==> src/rtl/ccff_ctrl_pkg.sv <==
// Shared types and constants for the ccff chain loader.
// Holds the sequencer state encoding and a constant-evaluable clog2.
package ccff_ctrl_pkg;

    localparam int DEF_CHAIN_LEN = 6;
    localparam int DEF_WORD_W    = 8;

    typedef enum logic [2:0] {
        IDLE,
        FETCH,
        LOAD,
        VERIFY,
        DONE
    } state_t;

    function automatic int clog2(input int v);
        int r;
        r = 0;
        for (int i = 0; i < 31; i++) begin
            if ((1 << i) < v) begin
                r = i + 1;
            end
        end
        return r;
    endfunction

endpackage

==> src/rtl/ccff_chain_loader_if.sv <==
// Configuration-word handshake from the bitstream source into the chain loader.
// A word moves on any cycle with cfg_valid && cfg_ready.
interface ccff_chain_loader_if
    import ccff_ctrl_pkg::*;
#(
    parameter int WORD_W = DEF_WORD_W
);
    logic              cfg_valid;
    logic [WORD_W-1:0] cfg_data;
    logic              cfg_ready;

    modport master (
        output cfg_valid,
        output cfg_data,
        input  cfg_ready
    );

    modport slave (
        input  cfg_valid,
        input  cfg_data,
        output cfg_ready
    );
endinterface

==> src/rtl/ccff_word_serializer.sv <==
// Holds one configuration word and presents it LSB first as a registered bit.
// Load and advance take effect on the next prog_clk edge; no backpressure of its own.
module ccff_word_serializer
    import ccff_ctrl_pkg::*;
#(
    parameter int WORD_W = DEF_WORD_W
) (
    input  logic              prog_clk,
    input  logic              pReset,
    input  logic              i_load,
    input  logic [WORD_W-1:0] i_word,
    input  logic              i_advance,
    output logic              o_bit,
    output logic              o_last_bit
);
    localparam int IDX_W = (WORD_W > 1) ? clog2(WORD_W) : 1;

    logic [WORD_W-1:0] r_word;
    logic [IDX_W-1:0]  r_idx;
    logic              r_bit;
    logic [IDX_W-1:0]  w_idx_nxt;
    logic              w_last;

    assign w_last    = (r_idx == IDX_W'(WORD_W - 1));
    assign w_idx_nxt = r_idx + 1'b1;

    always_ff @(posedge prog_clk) begin
        if (pReset) begin
            r_word <= '0;
            r_idx  <= '0;
            r_bit  <= 1'b0;
        end else if (i_load) begin
            r_word <= i_word;
            r_idx  <= '0;
            r_bit  <= i_word[0];
        end else if (i_advance && !w_last) begin
            // Stepping past the last bit is left to the next load.
            r_idx  <= w_idx_nxt;
            r_bit  <= r_word[w_idx_nxt];
        end
    end

    assign o_bit      = r_bit;
    assign o_last_bit = w_last;

endmodule

==> src/rtl/ccff_chain_loader.sv <==
// Loads a tile's ccff chain from handshaked words, then recirculates it once to verify.
// One bit per enabled prog_clk; FETCH stalls hold the chain still, so stalls are lossless.
module ccff_chain_loader
    import ccff_ctrl_pkg::*;
#(
    parameter int CHAIN_LEN = DEF_CHAIN_LEN,
    parameter int WORD_W    = DEF_WORD_W,
    parameter int CNT_W     = clog2(CHAIN_LEN + 1)
) (
    input  logic                 prog_clk,
    input  logic                 pReset,
    input  logic                 start,
    ccff_chain_loader_if.slave   cfg,
    output logic                 ccff_head,
    output logic                 ccff_shift_en,
    input  logic                 ccff_tail,
    output logic                 busy,
    output logic                 done,
    output logic                 error,
    output logic [CNT_W-1:0]     bit_cnt
);
    localparam int SH_W = (CHAIN_LEN > 1) ? clog2(CHAIN_LEN) : 1;

    state_t               r_state;
    logic                 r_cfg_ready;
    logic                 r_shift_en;
    logic                 r_busy;
    logic                 r_done;
    logic                 r_error;
    logic [CNT_W-1:0]     r_bit_cnt;
    logic [CHAIN_LEN-1:0] r_shadow;

    logic                 w_hs;
    logic                 w_bit;
    logic                 w_last_bit;
    logic                 w_last_cnt;
    logic [SH_W-1:0]      w_sh_idx;
    logic [CNT_W-1:0]     w_cnt_inc;

    assign w_hs       = cfg.cfg_valid && r_cfg_ready;
    assign w_last_cnt = (r_bit_cnt == CNT_W'(CHAIN_LEN - 1));
    assign w_sh_idx   = r_bit_cnt[SH_W-1:0];
    assign w_cnt_inc  = (r_bit_cnt == CNT_W'(CHAIN_LEN)) ? r_bit_cnt : r_bit_cnt + 1'b1;

    ccff_word_serializer #(
        .WORD_W (WORD_W)
    ) u_ser (
        .prog_clk   (prog_clk),
        .pReset     (pReset),
        .i_load     (w_hs),
        .i_word     (cfg.cfg_data),
        .i_advance  (r_state == LOAD),
        .o_bit      (w_bit),
        .o_last_bit (w_last_bit)
    );

    always_ff @(posedge prog_clk) begin
        if (pReset) begin
            r_state     <= IDLE;
            r_cfg_ready <= 1'b0;
            r_shift_en  <= 1'b0;
            r_busy      <= 1'b0;
            r_done      <= 1'b0;
            r_error     <= 1'b0;
            r_bit_cnt   <= '0;
            r_shadow    <= '0;
        end else begin
            r_done <= 1'b0;
            case (r_state)
                IDLE: begin
                    if (start) begin
                        r_state     <= FETCH;
                        r_cfg_ready <= 1'b1;
                        r_error     <= 1'b0;
                        r_bit_cnt   <= '0;
                        r_shadow    <= '0;
                    end
                end
                FETCH: begin
                    if (cfg.cfg_valid) begin
                        r_state     <= LOAD;
                        r_cfg_ready <= 1'b0;
                        r_shift_en  <= 1'b1;
                        r_busy      <= 1'b1;
                    end
                end
                LOAD: begin
                    r_shadow[w_sh_idx] <= w_bit;
                    if (w_last_cnt) begin
                        // Chain full: any bits left in this word are dropped.
                        r_state   <= VERIFY;
                        r_bit_cnt <= '0;
                    end else begin
                        r_bit_cnt <= w_cnt_inc;
                        if (w_last_bit) begin
                            r_state     <= FETCH;
                            r_cfg_ready <= 1'b1;
                            r_shift_en  <= 1'b0;
                            r_busy      <= 1'b0;
                        end
                    end
                end
                VERIFY: begin
                    if (ccff_tail != r_shadow[w_sh_idx]) begin
                        r_error <= 1'b1;
                    end
                    r_bit_cnt <= w_cnt_inc;
                    if (w_last_cnt) begin
                        r_state    <= DONE;
                        r_shift_en <= 1'b0;
                        r_busy     <= 1'b0;
                        r_done     <= 1'b1;
                    end
                end
                DONE: begin
                    r_state <= IDLE;
                end
                default: begin
                    r_state <= IDLE;
                end
            endcase
        end
    end

    // During readback the tail feeds straight back so the chain ends unchanged.
    assign ccff_head     = (r_state == VERIFY) ? ccff_tail : w_bit;
    assign ccff_shift_en = r_shift_en;
    assign cfg.cfg_ready = r_cfg_ready;
    assign busy          = r_busy;
    assign done          = r_done;
    assign error         = r_error;
    assign bit_cnt       = r_bit_cnt;

endmodule

==> src/flat_wrapper.sv <==
// flat-port wrapper written by rule: the top's interface ports become plain ports
module ccff_chain_loader_flat import ccff_ctrl_pkg::*;
#(
    parameter int CHAIN_LEN = DEF_CHAIN_LEN,
    parameter int WORD_W    = DEF_WORD_W,
    parameter int CNT_W     = clog2(CHAIN_LEN + 1)
)
  (prog_clk, pReset, start, ccff_head, ccff_shift_en, ccff_tail, busy, done, error, bit_cnt, cfg_cfg_valid, cfg_cfg_data, cfg_cfg_ready);
  ccff_chain_loader_if #(.WORD_W(WORD_W)) cfg_i ();
  input  logic prog_clk;
  input  logic pReset;
  input  logic start;
  output logic ccff_head;
  output logic ccff_shift_en;
  input  logic ccff_tail;
  output logic busy;
  output logic done;
  output logic error;
  output logic [CNT_W-1:0] bit_cnt;
  input wire logic [$bits(cfg_i.cfg_valid)-1:0] cfg_cfg_valid;
  input wire logic [$bits(cfg_i.cfg_data)-1:0] cfg_cfg_data;
  output wire logic [$bits(cfg_i.cfg_ready)-1:0] cfg_cfg_ready;
  assign cfg_i.cfg_valid = cfg_cfg_valid;
  assign cfg_i.cfg_data = cfg_cfg_data;
  assign cfg_cfg_ready = cfg_i.cfg_ready;
  ccff_chain_loader #(.CHAIN_LEN(CHAIN_LEN), .WORD_W(WORD_W), .CNT_W(CNT_W)) u_core (.prog_clk(prog_clk), .pReset(pReset), .start(start), .cfg(cfg_i), .ccff_head(ccff_head), .ccff_shift_en(ccff_shift_en), .ccff_tail(ccff_tail), .busy(busy), .done(done), .error(error), .bit_cnt(bit_cnt));
endmodule
==> config.mk <==
export PLATFORM = sky130hd
export DESIGN_NAME = ccff_chain_loader_flat
export DESIGN_NICKNAME = d
export VERILOG_FILES = /design/src/rtl/ccff_ctrl_pkg.sv /design/src/rtl/ccff_chain_loader_if.sv /design/src/rtl/ccff_word_serializer.sv /design/src/rtl/ccff_chain_loader.sv /design/src/flat_wrapper.sv
export SDC_FILE = /design/constraint.sdc
export NUM_CORES = 1
export LEC_CHECK = 0
export BUFFER_PORTS_ARGS = -buffer_cell sky130_fd_sc_hd__buf_2
export CORE_ASPECT_RATIO = 2
export CORE_MARGIN = 1.5
export CORE_UTILIZATION = 50
export DETAILED_ROUTE_END_ITERATION = 8
export PLACE_DENSITY = 0.74
export SLEW_MARGIN = 20
export SYNTH_ARGS = -nofsm -noshare
export SYNTH_HDL_FRONTEND = slang
export SYNTH_SLANG_ARGS = --single-unit
==> constraint.sdc <==
create_clock -name prog_clk -period 1.58 [get_ports prog_clk]
set_input_delay 0.158 -clock prog_clk [delete_from_list [all_inputs] [get_ports prog_clk]]
set_output_delay 0.158 -clock prog_clk [all_outputs]
set_load 0.01 [all_outputs]
### Word-level counts from Yosys, hierarchy flattened

Index checks and enable logic that the tools add are counted.

| storage, ports and cells | value |
|---|---|
| input bits | 13 |
| word-level logic and storage cells | 85 |
| output and inout port bits | 9 |
| register bits after elaboration | 28 |

| cells by class | value |
|---|---|
| mux-type cells | 36 |
| reductions and logical operators | 19 |
| eq/ne operators | 14 |
| add/sub/neg operators | 2 |
| bitwise operators | 1 |
| order comparisons | 3 |

Operators with widths:

| operator | number |
|---|---|
| $mux 3 | 8 |
| $mux 1 | 17 |
| $pmux 3 s4 | 1 |
| $pmux 6 s2 | 1 |
| $reduce_and 5->1 | 2 |
| $eq 3x3->1 const B | 3 |
| $pmux 3 s3 | 1 |
| $reduce_bool 3->1 | 3 |
| $lt 3x4->1 const B | 2 |
| $add 3x1->3 const B | 2 |
| $bmux 1 s3 | 2 |
| $bwmux 6 | 1 |
| $eq 3x2->1 const B | 2 |
| $mux 6 | 1 |
| $ne 2x1->1 const B | 3 |
| $ne 2x2->1 const B | 3 |
| $pmux 1 s3 | 2 |
| $reduce_bool 2->1 | 3 |
| $reduce_and 2->1 | 2 |
| $reduce_and 4->1 | 1 |
| $reduce_or 2->1 | 2 |
| $demux 1 s3 | 1 |
| $eq 3x1->1 const B | 1 |
| $ge 3x1->1 const B | 1 |
| other kinds (8) | 10 |

### Longest topological paths before layout

| depth | value |
|---|---|
| depth in word-level cells | 6 |
| gate-level depth with buffers | 7 |
| mapped depth without buffers | 6 |

### Hierarchy

From an unflattened synthesis, not the netlist that was laid out.

| unflattened totals | value |
|---|---|
| cells, all modules | 163 |
| area total of the unflattened synthesis | 1470.2 um2 |

By module, submodules not included:

| module | area each (um2) | times used | cells an instance | seq. area each (um2) |
|---|---|---|---|---|
| ccff_chain_loader | 922.1 | 1 | 111 | 320.3 |
| ccff_word_serializer | 548.0 | 1 | 52 | 240.2 |

### Worst setup path before layout

OpenSTA, ideal clock, no wires.

| timing path | value |
|---|---|
| kind | register to register |
| start | register u_core.r_bit_cnt[0], in the netlist u_core.bit_cnt[0] |
| end | register u_core.r_error, in the netlist u_core.error |
| path buffers | 0 |
| slack | 0.030 ns |
| arrival time | 1.423 ns |
| period minus slack after synthesis | 1.550 ns |
| cell stages (with the launch flop) | 5 |
| required time | 1.453 ns |
| library setup time | 0.127 ns |
| cells stage by stage | dfxtp_1 -> mux4_2 -> nand2_1 -> mux2i_1 -> or3_1 |

| on the way | value |
|---|---|
| longest elaborated chain between the ends | 5 |

Ends and longest elaborated chain:

| what | line | source |
|---|---|---|
| start, declared | ccff_chain_loader.sv:30 | `logic [CNT_W-1:0] r_bit_cnt;` |
| start signal, assigned | ccff_chain_loader.sv:94 | `r_bit_cnt <= w_cnt_inc;` |
| start signal, assigned | ccff_chain_loader.sv:107 | `r_bit_cnt <= w_cnt_inc;` |
| $bmux 1 s3 | ccff_chain_loader.sv:104 | `if (ccff_tail != r_shadow[w_sh_idx]) begin` |
| $mux 1 (not written as such) | ccff_chain_loader.sv:104 |  |
| $ne 1x1->1 | ccff_chain_loader.sv:104 |  |
| $ne 2x1->1 (no line) | - |  |
| $reduce_and 3->1 (no line) | - |  |
| end signal, assigned | ccff_chain_loader.sv:64 | `r_error <= 1'b0;` |
| end signal, assigned | ccff_chain_loader.sv:74 | `r_error <= 1'b0;` |
| end signal, assigned | ccff_chain_loader.sv:105 | `r_error <= 1'b1;` |
| end, declared | ccff_chain_loader.sv:29 | `logic r_error;` |

Every way passes these cells. The select of a mux whose other input is x is not followed.
A chain may end at the register's enable or synchronous reset.

### Worst setup path after layout

| timing path | value |
|---|---|
| start | register u_core.u_ser.r_idx[0] |
| end | register u_core.u_ser.r_bit, in the netlist u_core.u_ser.o_bit |

| on the way | value |
|---|---|
| longest elaborated chain between the ends | 5 |
| elaborated cells on any way between the ends | 9 |
| classes of those cells | add/sub (1); eq/ne (1); mux (4); reduce/logical (3) |

Ends and longest elaborated chain:

| what | line | source |
|---|---|---|
| start, declared | ccff_word_serializer.sv:19 | `logic [IDX_W-1:0] r_idx;` |
| start signal, assigned | ccff_word_serializer.sv:38 | `r_idx <= w_idx_nxt;` |
| $add 3x1->3 | ccff_word_serializer.sv:25 | `assign w_idx_nxt = r_idx + 1'b1;` |
| via u_core.u_ser.w_idx_nxt[1] | ccff_word_serializer.sv:21 | `logic [IDX_W-1:0] w_idx_nxt;` |
| $bmux 1 s3 | ccff_word_serializer.sv:39 | `r_bit <= r_word[w_idx_nxt];` |
| $mux 1 (not written as such) | ccff_word_serializer.sv:39 |  |
| $mux 1 | ccff_word_serializer.sv:36 | `end else if (i_advance && !w_last) begin` |
| $mux 1 | ccff_word_serializer.sv:32 | `end else if (i_load) begin` |
| end signal, assigned | ccff_word_serializer.sv:35 | `r_bit <= i_word[0];` |
| end signal, assigned | ccff_word_serializer.sv:39 |  |
| end, declared | ccff_word_serializer.sv:20 | `logic r_bit;` |

The timed path passes the listed nets, and every way through them passes these cells. The select of a mux whose other input is x is not followed.

==> impl_metrics.toml <==
[run_status]
status = "completed"

[cts]
cts.sinks = 28
cts_tree = "yes"
ctsRootBufferMaster = "clkbuf_8"
cts_hold_buf = 0
htree_levels = 1
numCtsBuffers = 3
clk_latency_ns = 0.27
cts.reportedPaths.clkPinSlew_ns = 0.09
cts_max_path_buffers = 2

[worst_setup_path]
cp.required_ns = 1.75
critPathTopFamily = "multiplexers"
path_cells = "ha_1, mux4_2, mux2i_1, o2bb2ai_1"
crit_buf_inv = 0
worstPathMaxFanout = 3
arrival_ns = 1.72
end_kind = "register"
worstSetupPathType = "register to register"
slowest_delay_ns = 0.52
start_kind = "register"
crit_slowest_cell = "mux4_2"

[cells_and_area]
drive_gt1_share_pct = 26.21
num_antenna_cells = 0
fin_cells = 235
area_growth_syn_to_layout_pct = 20.26
nNetsFinal = 225
postLayoutCoreUtil_pct = 63.82
fillers = 260

[global_routing]
antenna_found_initial = 0
gr-total-overflow = 0
grt_pass1_vias = 1375
grt_pass1_wl_um = 5699
grt_max_degree = 16
gr-usage-all-layers_pct = 24.28

[place]
dp_cells = 228
dp_slack_ns = 0.04270
port_buffers = 21
gp_routability_congestion = 0.8670
dp_hpwl_um = 2724

[sta]
hold_viol = 0
tightestPinTransition_ns = 0.4501
fmax_mhz = 647.4
finalSetupViolations = 0
period_needed_ns = 1.545
slew_headroom_pct = 69.68
period_share_pct = 97.77
slew_viol_final = 0
finalWorstSetupSlack_ns = 0.03525
clock_skew_ns = 0.005081

[floorplanning]
die_w_um = 41.34
die-area_mm2 = 0.003294
pin_count = 22
core_mm2 = 0.002770
die_h_um = 79.69
start_util_pct = 53.07
rows = 27

[routing]
drt_iter0_drc = 38
wl_per_cell_um = 15.61
num_vias = 1442
first_pass_iters = 4
wl_um = 3668
via_per_inst = 6.136
drtAntennaViolNets = 0
route.detailed.drc = 0

[synthesis]
synth_top_area_cell = "dfxtp_1"
synth_ff_type = "dfxtp_1"
synth_common_cells = "29 x nand2_1, 28 x dfxtp_1, 17 x a21oi_1"
yosysMostFrequentCell = "nand2_1"
syn_inst = 176
synth_edf_count = 0
syn_area_mm2 = 0.001470
synth_cell_types = 39
syn-num-nets = 194
synth-seq-area-share_pct = 38.13
synth_seq_cells = 28
synth_warnings = 0
synth_area_per_cell_um2 = 8.353
netlist_top_cells_area = "dfxtp_1 38%, nand2_1 7.4%, a21oi_1 5.8%"
yosysTopAreaCellShare_pct = 38.13
async_flop_share_pct = 0

[worst_hold_path]
hp-class = "input port to register"

[pwr]
leakage_nw = 0.7069
peakVddDrop_uv = 721.2
p_per_area_mw_per_mm2 = 755.3
power_mw = 1.335

[run]
drv_cap = 0
[registers in the layout (all words and copies together) (netlist names)]
signal,flops
u_core.error,1
u_core.bit_cnt,3
u_core.r_state,3
u_core.r_shadow,6
u_core.busy,1
u_core.u_ser.o_bit,1
u_core.u_ser.r_idx,3
u_core.done,1
u_core.u_ser.r_word,8
u_core.cfg.cfg_ready,1
[what timing repair did]
action / in CTS / in global routing
resized for setup: 6 / 7
setup buffers: 2 / 2
pin swaps: 0 / 1
setup endpoints to repair: 1 / 12
cloned: 0 / 0
[metal layers]
metal  global-route usage (%)  share of wire [%]  vias to the layer above  routed length, µm
met5                        0                  0                        -                  0
met4                    8.065                2.4                        0                 87
met3                    3.900                4.9                       11                181
met2                    46.09                 57                       73               2082
met1                    23.31                 36                      665               1317
li1                         -                  -                      693                  -
[worst paths after layout]
path / from / endpoint / slack, ns / depth (start not counted)
setup reg to reg: u_core.u_ser.r_idx[0] / u_core.u_ser.o_bit / 0.04 / 4
hold / removal: cfg_cfg_data[1] / u_core.u_ser.r_word[1] / 0.11 / 3
hold reg to reg: u_core.u_ser.r_word[6] / u_core.u_ser.r_word[6] / 0.46 / 2
setup / recovery: u_core.u_ser.r_idx[0] / u_core.u_ser.o_bit / 0.04 / 4
[layout make-up]
type,count,area [µm²],share of cell area (%)
clock buffer,4,55.05,3.114
inverter,6,22.52,1.274
multi-input combinational,131,850.8,48.12
sequential,28,568.0,32.13
tap,29,36.28,2.052
timing repair buffer,37,235.2,13.31
[worst register-to-register path, stage by stage (launching register included)]
cell and delay [ns]:
dfxtp_1 0.33, ha_1 0.34, mux4_2 0.52, mux2i_1 0.16
o2bb2ai_1 0.09
[cell usage in the layout, fill, tap and decap left out, types with 3 or more instances in the layout]
master,synthesis,final
dfxtp_1,28,24
clkbuf_8,0,4
ha_1,5,5
mux2i_1,5,5
nand2b_1,4,4
o211ai_1,3,3
nand3_1,3,3
o21ai_0,14,14
or3_1,3,3
buf_4,2,15
nand2_1,29,28
dfxtp_2,0,3
buf_2,3,20
nor3_1,7,7
a32o_1,3,3
inv_1,6,6
o21a_1,4,4
nor2_1,7,7
mux4_2,3,3
a21oi_1,17,17
[logic make-up (layout without fill, tap and decap cells)]
kind of cell / count (synthesis) / in the layout / synth area share (%)
flops: 28 / 28 / 38.13
buf+inv: 17 / 47 / 5.106
fa+ha+maj: 5 / 5 / 4.255
xor+xnor: 1 / 1 / 0.5959
compound gates: 50 / 50 / 21.11
mux: 9 / 9 / 8.766
simple gates: 66 / 66 / 22.04
[through the flow]
| stage | TNS [ns] | hold slack, ns | area, µm² |
|---|---|---|---|
| after floorplan | 0 | 0.2940 | 1470 |
| after global placement | 0 | 0.3980 | 1657 |
| after detailed placement | 0 | 0.4059 | 1657 |
| after CTS | -0.0002017 | 0.1146 | 1735 |
| after global routing | -0.007647 | 0.1120 | 1768 |
| final | 0 | 0.1094 | 1768 |
[report_power, final]
group	total [mW]	internal [mW]	switching [mW]
combinational	0.161	0.0677	0.0932
sequential	0.733	0.722	0.0112
clock	0.441	0.223	0.218
total	1.34	1.01	0.322
Note: power is estimated with default switching activity, not from simulation.
